--- src/rtl/lsu_pkg.sv ---
// lsu_pkg: shared encodings for the load/store unit.
// funct3 access-size codes, FSM state type and the alignment-check helper
// used by the optional misalignment trap (LSU_MISALIGN_CHK_EN).
package lsu_pkg;

    localparam logic [2:0] F3_LB  = 3'b000;
    localparam logic [2:0] F3_LH  = 3'b001;
    localparam logic [2:0] F3_LW  = 3'b010;
    localparam logic [2:0] F3_LBU = 3'b100;
    localparam logic [2:0] F3_LHU = 3'b101;

    // Stores share the size encodings of the signed loads.
    localparam logic [2:0] F3_SB  = 3'b000;
    localparam logic [2:0] F3_SH  = 3'b001;
    localparam logic [2:0] F3_SW  = 3'b010;

    typedef enum logic [1:0] {
        IDLE  = 2'd0,
        REQ   = 2'd1,
        WAIT  = 2'd2,
        DRAIN = 2'd3
    } lsu_state_t;

    // Halves must sit on an even byte, words on a word boundary.
    function automatic logic is_misaligned(input logic [2:0] f3, input logic [1:0] offset);
        logic mis;
        case (f3[1:0])
            2'b01:   mis = offset[0];
            2'b10:   mis = (offset != 2'b00);
            default: mis = 1'b0;
        endcase
        return mis;
    endfunction

endpackage

--- src/rtl/lsu_align.sv ---
// lsu_align: combinational byte-lane logic for the load/store unit.
// Produces byte enables and lane-shifted store data for the bus, and
// extracts/extends the addressed byte or half from returned load data.
module lsu_align
    import lsu_pkg::*;
(
    input  logic [2:0]  funct3,
    input  logic [1:0]  offset,
    input  logic [31:0] store_data,
    input  logic [31:0] load_raw,
    output logic [3:0]  be,
    output logic [31:0] wdata,
    output logic [31:0] load_data
);

    logic [4:0]  shamt;
    logic [15:0] lane;

    assign shamt = {offset, 3'b000};
    // Only the low 16 bits of the shifted read word are ever needed.
    assign lane  = 16'(load_raw >> shamt);

    // Store side: enables and replicated, shifted write data.
    // Words ignore the low address bits entirely.
    always_comb begin
        be    = 4'b0000;
        wdata = 32'h0;
        case (funct3[1:0])
            2'b00: begin
                be    = 4'b0001 << offset;
                wdata = {4{store_data[7:0]}} << shamt;
            end
            2'b01: begin
                be    = 4'b0011 << offset;
                wdata = {2{store_data[15:0]}} << shamt;
            end
            default: begin
                be    = 4'b1111;
                wdata = store_data;
            end
        endcase
    end

    // Load side: select the addressed lane, then sign- or zero-extend.
    always_comb begin
        load_data = 32'h0;
        case (funct3[1:0])
            2'b00:   load_data = funct3[2] ? {24'h0, lane[7:0]}
                                           : {{24{lane[7]}}, lane[7:0]};
            2'b01:   load_data = funct3[2] ? {16'h0, lane}
                                           : {{16{lane[15]}}, lane};
            default: load_data = load_raw;
        endcase
    end

endmodule

--- src/rtl/lsu.sv ---
// lsu: load/store unit, responder side of the ls_done handshake.
// Accepts one decoded load/store, runs a single req/gnt/rvalid bus
// transaction, writes back aligned load data and pulses ls_done.
// TIMEOUT > 0 aborts a stuck REQ/WAIT with ls_err.
// Optional: define LSU_MISALIGN_CHK_EN to trap misaligned half/word
// accesses instead of issuing them.
//
// state | meaning
// IDLE  | waiting for a decoded load/store
// REQ   | d_req held with stable fields until d_gnt
// WAIT  | load granted, waiting for d_rvalid
// DRAIN | flushed load still owed a d_rvalid; result discarded
module lsu
    import lsu_pkg::*;
#(
    parameter int unsigned TIMEOUT = 0
) (
    input  logic        clk,
    input  logic        rst,
    input  logic        ex_valid,
    input  logic        op_load,
    input  logic        op_store,
    input  logic [2:0]  funct3,
    input  logic [4:0]  dest,
    input  logic [31:0] rs1_val,
    input  logic [31:0] rs2_val,
    input  logic [31:0] imm_signed,
    input  logic        flush,
    output logic        d_req,
    output logic        d_we,
    output logic [31:0] d_addr,
    output logic [3:0]  d_be,
    output logic [31:0] d_wdata,
    input  logic        d_gnt,
    input  logic        d_rvalid,
    input  logic [31:0] d_rdata,
    output logic        ls_done,
    output logic        rd_we,
    output logic [4:0]  rd_addr,
    output logic [31:0] rd_wdata,
    output logic        ls_err
);

    localparam logic [31:0] TIMEOUT_W = 32'(TIMEOUT);

    lsu_state_t  state_q, state_d;
    logic [31:0] ea_q, ea_d;
    logic [2:0]  f3_q, f3_d;
    logic [4:0]  dest_q, dest_d;
    logic        load_q, load_d;
    logic [31:0] sdata_q, sdata_d;
    logic [31:0] cnt_q, cnt_d;
    logic        done_q, done_d;
    logic        err_q, err_d;
    logic        rd_we_q, rd_we_d;
    logic [4:0]  rd_addr_q, rd_addr_d;
    logic [31:0] rd_wdata_q, rd_wdata_d;

    logic [31:0] ea_in;
    logic        accept;
    logic        misalign;
    logic        timeout_hit;
    logic [31:0] cnt_inc;
    logic [3:0]  be;
    logic [31:0] wdata;
    logic [31:0] load_data;

    assign ea_in  = rs1_val + imm_signed;
    assign accept = (state_q == IDLE) & ex_valid & (op_load | op_store) & ~flush;

`ifdef LSU_MISALIGN_CHK_EN
    assign misalign = is_misaligned(funct3, ea_in[1:0]);
`else
    assign misalign = 1'b0;
`endif

    assign cnt_inc     = cnt_q + 32'd1;
    assign timeout_hit = (TIMEOUT_W != 32'd0) && (cnt_inc == TIMEOUT_W);

    lsu_align u_align (
        .funct3     (f3_q),
        .offset     (ea_q[1:0]),
        .store_data (sdata_q),
        .load_raw   (d_rdata),
        .be         (be),
        .wdata      (wdata),
        .load_data  (load_data)
    );

    // Request fields are zeroed outside REQ so idle outputs read as 0.
    assign d_req   = (state_q == REQ);
    assign d_we    = d_req & ~load_q;
    assign d_addr  = d_req ? {ea_q[31:2], 2'b00} : 32'h0;
    assign d_be    = d_req ? be : 4'b0000;
    assign d_wdata = d_req ? wdata : 32'h0;

    assign ls_done  = done_q;
    assign ls_err   = err_q;
    assign rd_we    = rd_we_q;
    assign rd_addr  = rd_addr_q;
    assign rd_wdata = rd_wdata_q;

    // Next-state, latch and one-cycle result pulse generation.
    always_comb begin
        state_d    = state_q;
        ea_d       = ea_q;
        f3_d       = f3_q;
        dest_d     = dest_q;
        load_d     = load_q;
        sdata_d    = sdata_q;
        cnt_d      = cnt_q;
        done_d     = 1'b0;
        err_d      = 1'b0;
        rd_we_d    = 1'b0;
        rd_addr_d  = 5'd0;
        rd_wdata_d = 32'h0;

        case (state_q)
            IDLE: begin
                if (accept) begin
                    ea_d    = ea_in;
                    f3_d    = funct3;
                    dest_d  = dest;
                    load_d  = op_load;
                    sdata_d = rs2_val;
                    cnt_d   = 32'd0;
                    if (misalign) begin
                        done_d = 1'b1;
                        err_d  = 1'b1;
                    end else begin
                        state_d = REQ;
                    end
                end
            end

            REQ: begin
                if (d_gnt) begin
                    cnt_d = 32'd0;
                    if (flush) begin
                        // A granted store is already in memory; a granted
                        // load still owes us rvalid.
                        state_d = load_q ? DRAIN : IDLE;
                    end else if (load_q) begin
                        state_d = WAIT;
                    end else begin
                        state_d = IDLE;
                        done_d  = 1'b1;
                    end
                end else if (flush) begin
                    state_d = IDLE;
                end else if (timeout_hit) begin
                    state_d = IDLE;
                    done_d  = 1'b1;
                    err_d   = 1'b1;
                end else begin
                    cnt_d = cnt_inc;
                end
            end

            WAIT: begin
                if (flush) begin
                    state_d = d_rvalid ? IDLE : DRAIN;
                end else if (d_rvalid) begin
                    state_d    = IDLE;
                    done_d     = 1'b1;
                    rd_we_d    = (dest_q != 5'd0);
                    rd_addr_d  = dest_q;
                    rd_wdata_d = load_data;
                end else if (timeout_hit) begin
                    state_d = IDLE;
                    done_d  = 1'b1;
                    err_d   = 1'b1;
                end else begin
                    cnt_d = cnt_inc;
                end
            end

            DRAIN: begin
                if (d_rvalid) begin
                    state_d = IDLE;
                end
            end

            default: state_d = IDLE;
        endcase
    end

    // State and datapath registers with synchronous reset.
    always_ff @(posedge clk) begin
        if (rst) begin
            state_q    <= IDLE;
            ea_q       <= 32'h0;
            f3_q       <= 3'b000;
            dest_q     <= 5'd0;
            load_q     <= 1'b0;
            sdata_q    <= 32'h0;
            cnt_q      <= 32'd0;
            done_q     <= 1'b0;
            err_q      <= 1'b0;
            rd_we_q    <= 1'b0;
            rd_addr_q  <= 5'd0;
            rd_wdata_q <= 32'h0;
        end else begin
            state_q    <= state_d;
            ea_q       <= ea_d;
            f3_q       <= f3_d;
            dest_q     <= dest_d;
            load_q     <= load_d;
            sdata_q    <= sdata_d;
            cnt_q      <= cnt_d;
            done_q     <= done_d;
            err_q      <= err_d;
            rd_we_q    <= rd_we_d;
            rd_addr_q  <= rd_addr_d;
            rd_wdata_q <= rd_wdata_d;
        end
    end

endmodule
--- config.mk ---
export PLATFORM = sky130hd
export DESIGN_NAME = lsu
export DESIGN_NICKNAME = d
export VERILOG_FILES = /design/src/rtl/lsu_pkg.sv /design/src/rtl/lsu_align.sv /design/src/rtl/lsu.sv
export SDC_FILE = /design/constraint.sdc
export NUM_CORES = 1
export LEC_CHECK = 0
export BUFFER_PORTS_ARGS = -buffer_cell sky130_fd_sc_hd__buf_2
export CORE_ASPECT_RATIO = 0.9
export CORE_MARGIN = 5
export CORE_UTILIZATION = 35
export DETAILED_ROUTE_END_ITERATION = 8
export SYNTH_ARGS = -nofsm -noshare
export SYNTH_HDL_FRONTEND = slang
export SYNTH_HIERARCHICAL = 1
export SYNTH_SLANG_ARGS = --single-unit
export TNS_END_PERCENT = 5
--- constraint.sdc ---
create_clock -name clk -period 3.2 [get_ports clk]
set_clock_uncertainty 0.05 [all_clocks]
set_input_delay 0 -clock clk [delete_from_list [all_inputs] [get_ports clk]]
set_output_delay 0 -clock clk [all_outputs]
set_load 0.03 [all_outputs]
# --- Word level (Yosys, flattened, before mapping) ---
# Index checks and enable logic that the tools add are counted.
totals:
  mem_bits_rw: 0
  out_inout_bits: 110
  memories: 0
  elab_cells: 61
  rom_bits: 0
  latch_bits: 0
  reg_bits: 114
  inputBits: 144
classes:
  n_addsub: 1
  n_mul: 0
  div: 0
  order_cmp: 0
  n_eq_ne: 6
  muxes: 24
  n_reduce_logical: 6
  shift: 5
  bitwise: 9
ops:
  columns: ["operator", "count"]
  rows:
  - ["$mux 32", 4]
  - ["$pmux 32 s2", 2]
  - ["$shl 32x5->32", 2]
  - ["$add 32x32->32", 1]
  - ["$shr 32x5->16", 1]
  - ["$mux 2", 9]
  - ["$pmux 2 s4", 1]
  - ["$pmux 4 s2", 1]
  - ["$mux 1", 5]
  - ["$reduce_bool 5->1", 1]
  - ["$and 1x1->1", 4]
  - ["$eq 2x1->1 const B", 2]
  - ["$eq 2x2->1 const B", 2]
  - ["$logic_not 2->1", 2]
  - ["$mux 4", 1]
  - ["$not 1->1", 4]
  - ["$reduce_and 2->1", 2]
  - ["$reduce_or 4->1", 1]
  - ["$shl 1x2->4 const A", 1]
  - ["$shl 2x2->4 const A", 1]
  - ["$ne 3x2->1 const B", 1]
  - ["$ne 2x2->1 const B", 1]
  - ["$pmux 1 s2", 1]
  - ["$or 1x1->1", 1]

# --- Depth between registers and ports, before layout ---
depth:
  depth_word: 6
  ltp_mapped: 10
  ltp_nobuf: 10

# --- Modules after synthesis ---
# The synthesis kept the hierarchy.
by_module_without_submodules:
  columns: ["mod", "instances", "cells_per_inst", "area_each_um2", "seq_area_each_um2"]
  rows:
  - ["lsu", 1, 736, 5920.7, 2282.2]
  - ["lsu_align", 1, 253, 1483.9, 0.0]

# --- Least setup slack after synthesis ---
# Ideal clock, no wire load.
synth_path:
  path_type: "input to register"
  from: "input rs1_val[17]"
  to: "register ea_q[30]"
  path_slack_ps: 925
  required_ps: 3026
  path_stages: 9
  setup_ps: 124
  t_arrival_ps: 2101
  n_path_buf: 0
  path_cell_list: "ha_1 -> a21o_1 -> a221o_1 -> a31o_1 -> a221o_1 -> a311o_1 -> a31oi_1 -> xor2_1 -> o21ai_1"
synth_between:
  elab_chain_len: 1
synth_lines:
  columns: ["item", "line", "source"]
  rows:
  - ["start: declaration", "lsu.sv:25", "input logic [31:0] rs1_val,"]
  - ["$add 32x32->32", "lsu.sv:68", "assign ea_in = rs1_val + imm_signed;"]
  - ["end signal: assignment", "lsu.sv:192", "ea_q <= 32'h0;"]
  - ["end signal: assignment", "lsu.sv:205", "ea_q <= ea_d;"]
  - ["end: declaration", "lsu.sv:47", "logic [31:0] ea_q, ea_d;"]
# Every way passes these cells.
# A chain may end at the register's enable or synchronous reset.

# --- Worst setup path after layout ---
layout_path:
  from: "register ea_q[0]"
  to: "register rd_wdata_q[3] (netlist: rd_wdata[3])"
layout_between:
  elab_chain_len: 3
  word_cells_on_any_way: 4
  cone_classes: "1 x shift; 3 x mux"
layout_lines:
  columns: ["item", "line", "source"]
  rows:
  - ["$shr 32x5->16 (*)", "lsu_align.sv:21", "assign lane = 16'(load_raw >> shamt);"]
  - ["$mux 32, on equally long branches", "lsu_align.sv:50, lsu_align.sv:48", null]
  - ["$pmux 32 s2 (*)", "lsu_align.sv:47", "case (funct3[1:0])"]
  - ["via load_data[3]", "lsu.sv:66", "logic [31:0] load_data;"]
  - ["end signal: assignment", "lsu.sv:215", "rd_wdata_q <= rd_wdata_d;"]
  - ["end: declaration", "lsu.sv:57", "logic [31:0] rd_wdata_q, rd_wdata_d;"]
# Mark *: on every way through the listed nets, which the timed path passes. The rest lies on a longest branch.

==> metrics.txt <==
total power divided by cell area=~460 nW/um^2; count of filler cells inserted in the layout=between 2,000 and 2,500; dominant combinational cell family by area after synthesis=simple AND/OR/NAND/NOR gates; GR Overflow Total=0; register area share after synthesis=30.8%; peak supply drop=just under 0.3 mV; # setup viols final=0; layout cells sized above 1=25.0%; TritonCTS sink count=between 100 and 150; netlist area before placement=7400 um^2; gp weighted congestion=~0.91; Crit Path Category=flop to flop; maximum fanout encountered on the critical timing path=14; number of antenna violations at the first check in global routing=2; area share of xor/xnor cells in the synthesized design=3.19%; crit path setup slack, layout=~0.45 ns; Critical Path RT=about 3.5 ns; Leakage=4.61 nW; global-route wire length before repair=around 39 mm; startpoint type of the worst setup path=flop; detailed-route wire length per cell=15.7 um; cell taking the most area after synthesis=sky130_fd_sc_hd__dfxtp_1; drt total wl=roughly 25 mm; Yosys reg bits=around 110; Post-Place Worst Slack=a little under 0.7 ns; area fraction in and, or, nand and nor cells after synthesis=between 20% and 30%; adder-cell share of the synthesized area=6.35%; setup repair after global routing missed its margin=false; r2r setup slk=~0.45 ns; area of the placeable core=approximately 21,000 um^2; number of levels the H-tree was split into=4; number of flops mapped to enable cells by yosys=0; area added between synthesis and finish=39.1%; standard cell with the maximum stage delay on the critical path=sky130_fd_sc_hd__nor2b_1; number of global-route vias before repair=7,836; transition time at the pin with the least slew margin=0.819 ns; vertical extent of the die=roughly 150 um; maxcap violations=0; number of failing hold endpoints at the final stage=0; overall routing resource usage=20.1%; clock root buffer=sky130_fd_sc_hd__clkbuf_16; Cells after Synth=989; later-pin clock latency in the skew report=around 0.4 ns; initial core utilization=between 30% and 40%; outcome=finished clean; data arrival time of the critical path=3.06 ns; clock buffer count from CTS=17; area post-placement=around 9000 um^2; timing-limited maximum frequency=364 MHz; stage delay of the slowest cell on the critical path=~0.60 ns; Worst setup EP type=flop; unique cell type count in the Yosys netlist=between 60 and 70; number of nets in the final layout=about 1,500; die footprint=24,200 um^2; Pre-Repair DR Iteration Count=5; DRC violation count after routing=0; Period minus WS final=2.75 ns; number of top-level pins=~250; clock-pin slew on the worst setup and hold paths=roughly 0.060 ns; Reg area=about 2300 um^2; multi-input logic area=~4700 um^2; Max Slew Vio Count=0; DP Wirelength=~18 mm; count of vias placed by the detailed router=around 8,000; pin count of the biggest net entering global routing=a little under 50; setup tns final=0 ns; clock tree from TritonCTS=done; critical-path cell list=buf_4 -> nor2b_1 -> a22oi_1 -> o21ai_0 -> dlygate4sd3_1 -> and2_1; std cell rows=50; initial DRC count=around 600; number of buffers added on ports=between 200 and 300; portion of synthesized cell area occupied by the leading cell type=between 30% and 40%; share of cell area taken by muxes after synthesis=around 3.4%; post-route fraction of the period consumed by the critical path=85.9%; maximum root-to-sink buffer count=2; synthesized-area fraction occupied by ao, oa, aoi and oai cells=between 20% and 30%; class of the tightest hold or removal check=input pin to flop; per-instance average area after synthesis=between 7 and 8 um^2; Slew HR=45.4%; ys flop type=sky130_fd_sc_hd__dfxtp_1; number of buffers inserted to repair setup after CTS=0; cell area after layout=a little over 10,000 um^2; share of synthesized registers carrying an async set or reset=0%; number of warnings reported in the yosys synthesis log=6; die span in x=about 160 um; count of antenna-violating nets left after detailed routing=0; routed vias/inst=5.02; leading post-synthesis cells by cell area=sky130_fd_sc_hd__dfxtp_1 31%, sky130_fd_sc_hd__nand2_1 11%, sky130_fd_sc_hd__and2_1 9.4%
cell type report:
class | count | share of cell area (%)
flip-flops and latches | 114 | 22.2
inverters | 13 | 0.474
well taps | 286 | 3.47
clock buffers | 20 | 4.34
repair buffers | 352 | 21.8
clock inverters | 11 | 1.79
multi-input cells | 793 | 45.9
diodes | 2 | 0.0486
routing by layer:
layer | track usage (%) | vias up | routed length, um
li1 | - | 3997 | -
met5 | 0 | - | 13
met4 | 7.59 | 2 | 620
met1 | 26.1 | 3639 | 11100
met3 | 4.68 | 41 | 1720
met2 | 32.7 | 305 | 11600
repair_timing:
action	in CTS	in global routing
hold buffers	87	0
endpoints found under the setup margin	0	0
endpoints found under the hold margin	78	0
gates resized for setup	0	0
cell families after synthesis:
logic type | after synthesis
compound gates | 270
xor+xnor | 27
fa+ha+maj | 37
buf+inv | 84
flops | 114
mux | 24
other cells | 1
simple gates | 432
synth_stat cells, drive strengths merged (4+ instances only):
library cell / count
a211oi: 10
o21a: 4
ha: 36
clkbuf: 43
mux2: 12
a21oi: 110
o21ai: 58
nand3b: 6
nor3: 7
dfxtp: 114
a31oi: 9
nand4: 7
and3: 5
mux2i: 12
nand3: 19
o31ai: 8
nor2: 37
xnor2: 19
and2: 113
nand2b: 10
xor2: 8
nand2: 211
o21bai: 5
a21o: 19
a22oi: 19
inv: 13
a221oi: 5
nor2b: 8
buf: 27
o22ai: 5
cell usage in the layout, fill, tap and decap left out, drive strengths merged, types with 8 or more instances in the layout:
cell type and instances:
a211oi 10, o31ai 8, a31oi 9, and2 113
ha 36, xnor2 19, nand2b 10, clkbuf 20
nor2 37, mux2i 12, mux2 12, buf 265
nand2 211, a21o 19, nand3 19, inv 14
dlygate4sd3 87, xor2 8, a21oi 110, a22oi 19
dfxtp 114, o21ai 58, nor2b 8
stage by stage:
stage / std cells / hold slack, ns / utilization, % / power [mW]
floorplan: 991 / 0.0860 / - / 2.28
global placement: 1471 / 0.191 / 42.2 / 2.58
detailed placement: 1471 / 0.197 / 42.2 / 2.59
CTS: 1589 / 0.00692 / 49.4 / 4.77
global route: 1590 / 0.0537 / 49.4 / 4.98
finish: 1591 / 0.0257 / 49.5 / 4.73
worst max-delay path: cells and delay by family, from the launching register on:
| kind | cells | cell delay (ns) |
|---|---|---|
| AO/OA/AOI/OAI | 2 | 0.46 |
| buffers and inverters | 2 | 0.89 |
| flip-flops | 1 | 0.59 |
| AND/OR/NAND/NOR | 2 | 0.71 |
power breakdown:
part           switching [mW]  internal, mW
Clock                   0.674          1.39
Combinational           0.655         0.480
Sequential             0.0492          1.48
Total                    1.38          3.35
state kept, by name, indices dropped and copies added (netlist names), 2 cells and up:
name and cells:
dest_q 5, ea_q 32, f3_q 3, rd_addr 5
rd_wdata 32, sdata_q 32, state_q 2
worst paths after layout:
kind,from,endpoint,cells after the start
worst min register to register,ea_q[30]$_SDFFE_PP0P_,ea_q[30]$_SDFFE_PP0P_,2
worst max-delay path,ea_q[0]$_SDFFE_PP0P_,rd_wdata[3]$_SDFF_PP0_,6
worst min-delay path,imm_signed[2],ea_q[2]$_SDFFE_PP0P_,4
worst max register to register,ea_q[0]$_SDFFE_PP0P_,rd_wdata[3]$_SDFF_PP0_,6
Power figures use the tool's default switching activity.
